## src/rtl/rr_mux_arb.sv

```systemverilog
// N:1 valid/ready selector with internal round-robin or fixed-priority arbitration,
// feeding a one-entry output register that reports the source channel index.
module rr_mux_arb #(
  parameter int WIDTH  = 8,
  parameter int NUM_IN = 3,
  parameter int SELW   = (NUM_IN <= 2) ? 1 : $clog2(NUM_IN)
) (
  input  logic                    clk,
  input  logic                    reset,
  input  logic                    pri_mode,
  input  logic [NUM_IN*WIDTH-1:0] in_data,
  input  logic [NUM_IN-1:0]       in_valid,
  output logic [NUM_IN-1:0]       in_ready,
  output logic [WIDTH-1:0]        out_data,
  output logic [SELW-1:0]         out_sel,
  output logic                    out_valid,
  input  logic                    out_ready
);

  logic [SELW-1:0]   r_last;
  logic [WIDTH-1:0]  r_data;
  logic [SELW-1:0]   r_sel;
  logic              r_valid;

  logic [NUM_IN-1:0] w_grant;
  logic [SELW-1:0]   w_gidx;
  logic              w_found;
  logic              w_load;
  logic [WIDTH-1:0]  w_gdata;

  always_comb begin
    int c;
    w_grant = '0;
    w_gidx  = '0;
    w_found = 1'b0;
    c       = 0;
    if (pri_mode) begin
      for (int i = 0; i < NUM_IN; i++) begin
        if (in_valid[i]) begin
          w_gidx  = SELW'(i);
          w_found = 1'b1;
        end
      end
    end else begin
      // Scan last+1, last+2, ... with wrap; only constant bit selects on in_valid.
      for (int k = 1; k <= NUM_IN; k++) begin
        c = int'(r_last) + k;
        if (c >= NUM_IN) c = c - NUM_IN;
        for (int i = 0; i < NUM_IN; i++) begin
          if (!w_found && (i == c) && in_valid[i]) begin
            w_gidx  = SELW'(i);
            w_found = 1'b1;
          end
        end
      end
    end
    for (int i = 0; i < NUM_IN; i++) begin
      if (w_found && (w_gidx == SELW'(i))) w_grant[i] = 1'b1;
    end
  end

  always_comb begin
    w_gdata = '0;
    for (int i = 0; i < NUM_IN; i++) begin
      if (w_gidx == SELW'(i)) w_gdata = in_data[i*WIDTH +: WIDTH];
    end
  end

  assign w_load   = !reset && (|in_valid) && (!r_valid || out_ready);
  assign in_ready = w_load ? w_grant : '0;

  always_ff @(posedge clk) begin
    if (reset) begin
      r_valid <= 1'b0;
      r_data  <= '0;
      r_sel   <= '0;
      r_last  <= SELW'(NUM_IN - 1);
    end else if (w_load) begin
      r_valid <= 1'b1;
      r_data  <= w_gdata;
      r_sel   <= w_gidx;
      r_last  <= w_gidx;
    end else if (out_ready) begin
      r_valid <= 1'b0;
    end
  end

  assign out_data  = r_data;
  assign out_sel   = r_sel;
  assign out_valid = r_valid;

endmodule

```

## config.mk

```make
export PLATFORM = sky130hd
export DESIGN_NAME = rr_mux_arb
export DESIGN_NICKNAME = d
export VERILOG_FILES = /design/src/rtl/rr_mux_arb.sv
export SDC_FILE = /design/constraint.sdc
export NUM_CORES = 1
export LEC_CHECK = 0
export BUFFER_PORTS_ARGS = -buffer_cell sky130_fd_sc_hd__buf_2
export CAP_MARGIN = 20
export CORE_UTILIZATION = 40
export DETAILED_ROUTE_END_ITERATION = 8
export PLACE_DENSITY = 0.78
export SETUP_SLACK_MARGIN = 0.2
export SLEW_MARGIN = 20
export SYNTH_ARGS = -nofsm -noshare
export SYNTH_HDL_FRONTEND = slang
export SYNTH_SLANG_ARGS = --single-unit
```

## constraint.sdc

```tcl
create_clock -name clk -period 1.9 [get_ports clk]
set_input_delay 0.38 -clock clk [delete_from_list [all_inputs] [get_ports clk]]
set_output_delay 0.38 -clock clk [all_outputs]
set_load 0.01 [all_outputs]
```

==> flow_summary.yaml, run 1 <==
status:
  status: "finished, violations left"
  violations: "negative setup slack"
global_route:
  grt_overflow: 0
  grt_pass1_wl_mm: 4.53
  antenna_found_initial: 0
  track_usage: 0.244
  grt_start_max_net_pins: 9
  grt_pass1_vias: 1029
place:
  dp_hpwl_mm: 1.93
  dp.cells: 187
  routabilityCongestion: 0.834
  io_buffers: 44
cts:
  clock_path_buffers: 2
  numCtsBuffers: 3
  cts_htree_levels: 1
  clock-root-buffer: "clkbuf_4"
  clkTransAtPathRegs_ns: 0.07
  cts.sinks: 12
  clock_latency_ns: 0.27
  cts_tree: "done"
  cts_hold_buf: 0
floorplan:
  die_area_um2: 2360
  die_x_um: 48.6
  core.rowCount: 16
  io_pins: 45
  fp.dieH_um: 48.6
  start_util: 0.433
  core_um2: 2000
detailed_routing:
  via_per_inst: 5.58
  wire_per_inst_um: 14.2
  first_pass_iters: 4
  ant_nets: 0
  first_iter_violations: 30
  drt-total-wl_mm: 2.89
  drc: 0
  num_vias: 1132
worst_hold_path:
  min_to: "out_sel[1]$_SDFFE_PP0P_"
  min_path_type: "input pin to flop"
  hold_start: "reset"
  hold_path_depth: 2
flow_run:
  drv_cap: 0
timing:
  grt_setup_unrepaired: "yes"
  drv_slew: 0
  finalSetupViolations: 13
  hold_viol_final: 0
  fin_worst_skew_ns: 0.00478
  slew_headroom: 0.771
  fin_ws_ns: -0.441
  finalCritPeriodShare: 1.23
  fmax_ghz: 0.427
  tightest_slew_ns: 0.340
  tns_ns: -3.72
  fin_crit_ns: 2.34
setup_path:
  worstRegToRegCells: 9
  r2r_start: "r_last[0]$_SDFFE_PP0P_"
  rr_endpoint: "out_data[2]$_SDFFE_PP0P_"
  rrSetupSlack_ns: -0.34
  cp-start-kind: "flop"
  crit_arrival_ns: 1.96
  critPathMaxFanout: 4
  critPathRequiredTime_ns: 1.52
  end_kind: "primary output"
  worstSetupPathType: "flop to primary output"
synthesis:
  synth_cell_types: 34
  synth_warnings: 0
  syn_area_per_cell_um2: 8.26
  synth_nets: 140
  yosysTopAreaCell: "dfxtp_1"
  synthTopCellsByArea: "dfxtp_1, ha_1, mux2i_1, o221ai_1, nand2_1"
  syn_area_um2: 867
  syn_inst: 105
  synth_top_area_share: 0.277
  synth-seq-cells: 12
  ys_seq_area_frac: 0.277
power_and_ir_drop:
  peakVddDrop_mv: 0.622
  leakagePower_nw: 0.743
  p_per_area_nw_per_um2: 589
final_layout:
  n_antenna_cell: 0
  num-nets-final: 212
  layout-drive-gt1-share: 0.591
  fin_cells: 203
  synthToLayoutAreaGrowth_pct: 77.2
per-stage QoR:
stage	utilization	worst slack [ns]	power (mW)	hold WS [ns]	cell area [um2]
floorplan	-	-0.0183	0.514	0.449	940
CTS	0.733	-0.405	0.872	0.309	1470
finish	0.768	-0.441	0.904	0.326	1540
global placement	0.644	-0.122	0.640	0.440	1290
global route	0.768	-0.510	0.959	0.321	1540
detailed placement	0.644	-0.155	0.652	0.449	1290
registers in the layout, indices dropped and copies added, names as in the netlist:
register	cells
r_last	2
out_sel	1
out_data	8
out_valid	1
routing by layer:
metal,part of all wire,vias to the layer above,global-route usage
met3,0.051,9,0.0472
li1,-,544,-
met1,0.42,537,0.288
met5,0,-,0
met2,0.51,42,0.434
met4,0.015,0,0.0931
cells by family after synthesis:
| group | Yosys count | share of synthesized area |
|---|---|---|
| AO/OA/AOI/OAI | 36 | 0.313 |
| AND/OR/NAND/NOR | 34 | 0.216 |
| buffers and inverters | 14 | 0.0779 |
| flip-flops | 12 | 0.277 |
| multiplexers | 5 | 0.0577 |
| adder cells (fa/ha/maj) | 4 | 0.0577 |
placed cells by master, fill, tap and decap left out, types with 4 or more instances in the layout:
master,Yosys,final
nand2_1,11,9
buf_6,1,10
mux2i_1,5,5
buf_4,2,16
nand2b_1,6,6
buf_2,0,43
inv_1,10,7
dfxtp_1,12,10
o221ai_2,0,4
worst max-delay path: stages (launching register included):
cell and delay [ns]:
dfxtp_4 0.38, inv_4 0.05, ha_4 0.16, o31a_1 0.30, a221o_1 0.38, o21ai_2 0.19, a211oi_2 0.09, buf_2 0.14
what timing repair did:
action	CTS	global route
endpoints found under the setup margin	13	13
setup buffers	10	2
resized for setup	18	11
pin swaps	12	7
synth_stat cells (all sizes together):
master	instances
a21o	2
or3b	1
a211oi	1
a221o	1
nand2	11
or3	1
nor2	2
dfxtp	12
mux2i	5
nor3	2
ha	4
buf	3
o31a	1
a31o	1
o21a	2
nor2b	1
nand2b	6
inv	10
o21ai	6
o221ai	5
o211ai	1
a21oi	5
a31oi	1
and3	3
nor4	3
a32oi	3
nor4b	3
a21boi	3
clkbuf	1
and2	1
o211a	3
a311o	1
power by group:
part	total, mW	internal, mW	switching [mW]
clock	0.164	0.0813	0.0827
sequential	0.301	0.282	0.0191
combinational	0.440	0.226	0.214
total	0.904	0.589	0.316
worst max path at each step:
| stage | startpoint | endpoint | slack (ns) | depth (start not counted) |
|---|---|---|---|---|
| floorplan | r_last[0]$_SDFFE_PP0P_ | in_ready[2] | -0.02 | 8 |
| global placement | r_last[1]$_SDFFE_PP1P_ | out_data[0]$_SDFFE_PP0P_ | -0.12 | 9 |
| detailed placement | r_last[1]$_SDFFE_PP1P_ | out_data[7]$_SDFFE_PP0P_ | -0.16 | 9 |
| CTS | r_last[1]$_SDFFE_PP1P_ | in_ready[0] | -0.41 | 9 |
| global route | r_last[0]$_SDFFE_PP0P_ | in_ready[0] | -0.51 | 7 |
| finish | r_last[0]$_SDFFE_PP0P_ | in_ready[0] | -0.44 | 7 |
layout make-up:
type                            count  area, um2
Timing Repair Buffer               71        483
Multi-Input combinational cell     79        703
Fill cell                         144        465
Sequential cell                    12        248
Inverter                           10       42.5
Clock buffer                        4       26.3
Tap cell                           27       33.8
No activity file was read; power rests on OpenSTA's default activity.
==> run 2, diff against run 1 <==
==> constraint.sdc (replaced) <==
create_clock -name clk -period 1.9 [get_ports clk]
set_input_delay 0.095 -clock clk [delete_from_list [all_inputs] [get_ports clk]]
set_output_delay 0.095 -clock clk [all_outputs]
set_load 0.01 [all_outputs]
==> run 2 against run 1 <==
Against the previous run:
- the flow still finishes with violations (negative setup slack)
- utilization is 2.3 points lower
- critical path depth stayed put
- global-route usage is 1.8 points higher
- sequential power hardly changed
- first-iteration DRC count is 13% higher
- final cell count is 5.4% lower
- hold slack worse by 0.29 ns
- non-clock buffer count is 11 lower
- clock skew is 0.0018 ns higher
- register-to-register slack better by 0.19 ns
- setup slack better by 0.27 ns
- combinational power hardly changed
- critical path type unchanged
- highest routed layer unchanged
==> flow_summary.yaml, run 2 (same netlist as run 1, synthesis figures left out) <==
final_layout:
  layout-drive-gt1-share: 0.612
  final_common_cell: "buf_2"
  final_cell_mix: "buf_2, buf_4, nand2_1, dfxtp_1, inv_1"
  num-nets-final: 201
  largest_reg_flops: 8
  postLayoutCellArea_um2: 1490
  synthToLayoutAreaGrowth_pct: 71.9
  n_antenna_cell: 0
power_and_ir_drop:
  seq_power_share: 0.316
  p_int_mw: 0.613
  p_per_area_nw_per_um2: 640
  p_sw_frac: 0.357
  peakVddDrop_mv: 0.411
  leakagePower_nw: 0.696
  switchingPower_mw: 0.340
  combPwrFrac: 0.460
  p_clk_frac: 0.224
setup_path:
  end_kind: "primary output"
  crit_path_start: "r_last[0]$_SDFFE_PP0P_"
  cp-endpoint: "in_ready[0]"
  worstRegToRegCells: 9
  crit_arrival_ns: 1.97
  critPathRequiredTime_ns: 1.80
  rr_endpoint: "out_data[6]$_SDFFE_PP0P_"
  worstSetupPathType: "flop to primary output"
  r2r_start: "r_last[0]$_SDFFE_PP0P_"
  rrSetupSlack_ns: -0.15
  critPathMaxFanout: 5
  cp-start-kind: "flop"
floorplan:
  io_pins: 45
  start_util: 0.433
  fp.dieH_um: 48.6
  core.rowCount: 16
  core_um2: 2000
  die_area_um2: 2360
  die_x_um: 48.6
place:
  io_buffers: 44
  dp_slack_ns: -0.0861
  dp_hpwl_mm: 1.87
  placed_cell_area_um2: 1180
  routabilityCongestion: 0.843
detailed_routing:
  first_pass_iters: 4
  drt-total-wl_mm: 3.16
  num_vias: 1093
  drc: 0
  first_iter_violations: 34
  wire_per_inst_um: 16.4
  ant_nets: 0
  via_per_inst: 5.69
cts:
  clock-root-buffer: "clkbuf_4"
  numCtsBuffers: 3
  clock_path_buffers: 2
  cts.sinks: 12
  clkTransAtPathRegs_ns: 0.09
  clock_latency_ns: 0.28
  cts_htree_levels: 1
  cts_tree: "done"
timing:
  tightest_slew_ns: 0.297
  fin_ws_ns: -0.169
  tns_ns: -1.60
  fmax_ghz: 0.483
  fin_crit_ns: 2.07
  slew_headroom: 0.802
  grt_setup_unrepaired: "yes"
  fin_worst_skew_ns: 0.00662
  finalCritPeriodShare: 1.09
  finalSetupViolations: 12
  drv_slew: 0
  hold_viol_final: 0
status:
  violations: "negative setup slack"
  status: "finished, violations left"
global_route:
  grt_start_max_net_pins: 16
  grt_pass1_vias: 1098
  grt_overflow: 0
  grt_pass1_wl_mm: 4.78
  track_usage: 0.262
  antenna_found_initial: 0
flow_run:
  drv_cap: 0
worst_hold_path:
  min_path_type: "input pin to flop"
[run 2: repair_timing]
item                                   CTS  global route
endpoints found under the hold margin    0             0
pin swaps                                8             9
setup endpoints to repair               13            13
setup buffers                            8             3
hold buffers                             0             0
gates resized for setup                 24            13
[run 2: cell type report]
cell class,count,area [um2]
multi-input combinational,79,761
fill,146,512
timing repair buffer,60,367
sequential,12,248
inverter,10,45.0
clock buffer,4,36.3
tap,27,33.8
[run 2: metrics by stage]
| stage | hold WS, ns | std cells | utilization | power, mW |
|---|---|---|---|---|
| after detailed placement | 0.322 | 177 | 0.591 | 0.611 |
| after global placement | 0.316 | 177 | 0.591 | 0.600 |
| after global routing | 0.0375 | 192 | 0.744 | 1.01 |
| after CTS | 0.0256 | 189 | 0.698 | 0.904 |
| after floorplan | 0.164 | 105 | - | 0.503 |
| final | 0.0361 | 192 | 0.744 | 0.953 |
[run 2: layer usage]
| metal | GRT usage | share of wire |
|---|---|---|
| met3 | 0.0472 | 0.048 |
| met2 | 0.505 | 0.52 |
| met4 | 0.127 | 0.032 |
| met1 | 0.268 | 0.40 |
| met5 | 0 | 0 |
[run 2: how the worst min path moves through the flow]
stage               startpoint                      end  slack (ns)  depth (start not counted)
detailed placement       reset   out_valid$_SDFFE_PP0P_        0.32                          2
floorplan                reset  out_sel[1]$_SDFFE_PP0P_        0.16                          1
CTS                      reset  out_sel[1]$_SDFFE_PP0P_        0.03                          2
global route             reset  out_sel[1]$_SDFFE_PP0P_        0.04                          2
global placement         reset  out_sel[1]$_SDFFE_PP0P_        0.32                          2
finish                   reset  out_sel[1]$_SDFFE_PP0P_        0.04                          2
[run 2: critical path, stage by stage (launching register included)]
cell	delay [ns]
dfxtp_4	0.39
inv_6	0.05
ha_4	0.29
inv_1	0.05
a221o_2	0.47
o21ai_2	0.19
a211oi_1	0.09
buf_2	0.16
[run 2: power by group through the flow]
stage / registers (mW) / logic [mW] / clock network, mW
after floorplan: 0.317 / 0.186 / 0
after global placement: 0.305 / 0.295 / 0
after detailed placement: 0.307 / 0.304 / 0
after CTS: 0.300 / 0.386 / 0.217
after global routing: 0.306 / 0.466 / 0.235
final: 0.301 / 0.438 / 0.213
==> run 3, diff against run 2 <==
--- a/config.mk
+++ b/config.mk
@@ -10,7 +10,7 @@
 export CORE_UTILIZATION = 40
 export DETAILED_ROUTE_END_ITERATION = 8
 export PLACE_DENSITY = 0.78
-export SETUP_SLACK_MARGIN = 0.2
+export SETUP_SLACK_MARGIN = 0.3
 export SLEW_MARGIN = 20
 export SYNTH_ARGS = -nofsm -noshare
 export SYNTH_HDL_FRONTEND = slang
==> run 3 against run 2 <==
Against the previous run:
- the flow still finishes with violations (negative setup slack)
- clock skew rose by 0.0011 ns
- critical path depth is 1 higher
- total power down 7.3%
- die area stayed put
- final area is 7.0% lower
- sequential power about the same
- clock power down 8%
- maximum frequency rose by 2.9%
- setup slack better by 0.058 ns
- flip-flop and latch count did not move
- via count decreased by 7.3%
- register-to-register slack improved by 0.04 ns
==> flow_summary.yaml, run 3 (same netlist as run 1, synthesis figures left out) <==
status:
  status: "finished, violations left"
  violations: "negative setup slack"
worst_hold_path:
  min_path_type: "input pin to flop"
power_and_ir_drop:
  p_per_area_nw_per_um2: 638
  leakagePower_nw: 0.665
  peakVddDrop_mv: 0.785
final_layout:
  layout-drive-gt1-share: 0.538
  final_common_cell: "buf_2"
  n_antenna_cell: 0
  postLayoutCellArea_um2: 1390
  largest_reg_flops: 8
  register_area_um2: 248
  final_cell_mix: "buf_2, nand2_1, dfxtp_1"
  multi_input_area_um2: 712
  n_fill_cell: 164
  num-nets-final: 194
  synthToLayoutAreaGrowth_pct: 59.9
place:
  dp_slack_ns: -0.0969
  io_buffers: 44
  dp_hpwl_mm: 1.88
  routabilityCongestion: 0.792
  placed_cell_area_um2: 1190
timing:
  fin_crit_ns: 2.01
  grt_setup_unrepaired: "yes"
  hold_viol_final: 0
  tightest_slew_ns: 0.373
  fin_ws_ns: -0.111
  slew_headroom: 0.749
  fin_worst_skew_ns: 0.00776
  finalCritPeriodShare: 1.06
  fmax_ghz: 0.497
  finalSetupViolations: 9
  drv_slew: 0
detailed_routing:
  drt-total-wl_mm: 2.76
  drc: 0
  ant_nets: 0
  first_pass_iters: 4
  num_vias: 1013
  first_iter_violations: 13
  via_per_inst: 5.48
  wire_per_inst_um: 14.9
cts:
  clock-root-buffer: "clkbuf_4"
  clock_path_buffers: 2
  cts.sinks: 12
  clock_latency_ns: 0.27
  cts_hold_buf: 0
  cts_tree: "done"
  numCtsBuffers: 3
  cts_htree_levels: 1
  clkTransAtPathRegs_ns: 0.07
floorplan:
  die_x_um: 48.6
  start_util: 0.433
  die_area_um2: 2360
  core_um2: 2000
  io_pins: 45
  fp.dieH_um: 48.6
  core.rowCount: 16
setup_path:
  crit_arrival_ns: 2.16
  worstSetupPathType: "flop to flop"
  critPathMaxFanout: 6
  cp-start-kind: "flop"
  end_kind: "flop"
  critPathRequiredTime_ns: 2.05
global_route:
  grt_pass1_wl_mm: 4.55
  grt_overflow: 0
  antenna_found_initial: 0
  track_usage: 0.253
  grt_start_max_net_pins: 16
  grt_pass1_vias: 1009
flow_run:
  drv_cap: 0
==> run 3: changes by cell type in the layout (fill, tap and decap cells not counted), moves of 2 or more <==
cell / previous run / this run
nor4_2: 3 / 1
buf_4: 13 / 6
mux2i_4: 2 / 0
o221ai_1: 0 / 4
mux2i_1: 1 / 4
nor4b_2: 3 / 1
o221ai_2: 5 / 1
==> run 3: area by class of cell <==
class,instances,area share
inverter,10,0.0307
sequential,12,0.179
clock buffer,4,0.0262
tap,27,0.0244
multi-input combinational,79,0.514
timing repair buffer,53,0.227
==> run 3: worst paths after layout <==
| check | to | slack, ns | from | depth (start not counted) |
|---|---|---|---|---|
| setup / recovery | out_data[4]$_SDFFE_PP0P_ | -0.11 | r_last[1]$_SDFFE_PP1P_ | 8 |
| hold / removal | out_valid$_SDFFE_PP0P_ | 0.05 | reset | 2 |
| setup reg to reg | out_data[4]$_SDFFE_PP0P_ | -0.11 | r_last[1]$_SDFFE_PP1P_ | 8 |
| hold reg to reg | out_data[6]$_SDFFE_PP0P_ | 0.47 | out_data[6]$_SDFFE_PP0P_ | 2 |
==> run 3: layer usage <==
metal  vias to the layer above  wire length [um]  global-route usage
li1                        506                 -                   -
met1                       476              1110               0.263
met2                        31              1520               0.479
met3                         0               127              0.0881
met4                         0                 0              0.0637
met5                         -                 0                   0
==> run 3: timing repair <==
item                       in CTS  in global routing
gates resized for setup        19                  6
pin swaps                       3                 10
setup endpoints to repair      13                 14
buffers inserted                3                  1
cloned                          0                  0
==> run 3: critical path, cell delays in order, from the launching register on <==
cell and delay (ns):
dfxtp_4 0.38, inv_4 0.05, ha_4 0.14, o31a_1 0.29, a221o_2 0.37, buf_6 0.16, o211a_1 0.21, nor4_2 0.22
o21ai_1 0.09
==> run 3: per-stage QoR <==
step	TNS, ns	utilization	hold WS, ns	power (mW)	instances
floorplan	0	-	0.164	0.508	105
CTS	-0.492	0.674	0.0346	0.861	184
detailed placement	-0.581	0.597	0.319	0.614	177
finish	-0.506	0.693	0.0541	0.884	185
global route	-1.35	0.693	0.0596	0.946	185
global placement	-0.224	0.597	0.319	0.604	177
==> run 3: power breakdown <==
group	switching (mW)	internal, mW	total, mW
clock	0.0792	0.116	0.196
combinational	0.201	0.186	0.387
sequential	0.0193	0.282	0.301
total	0.300	0.584	0.884
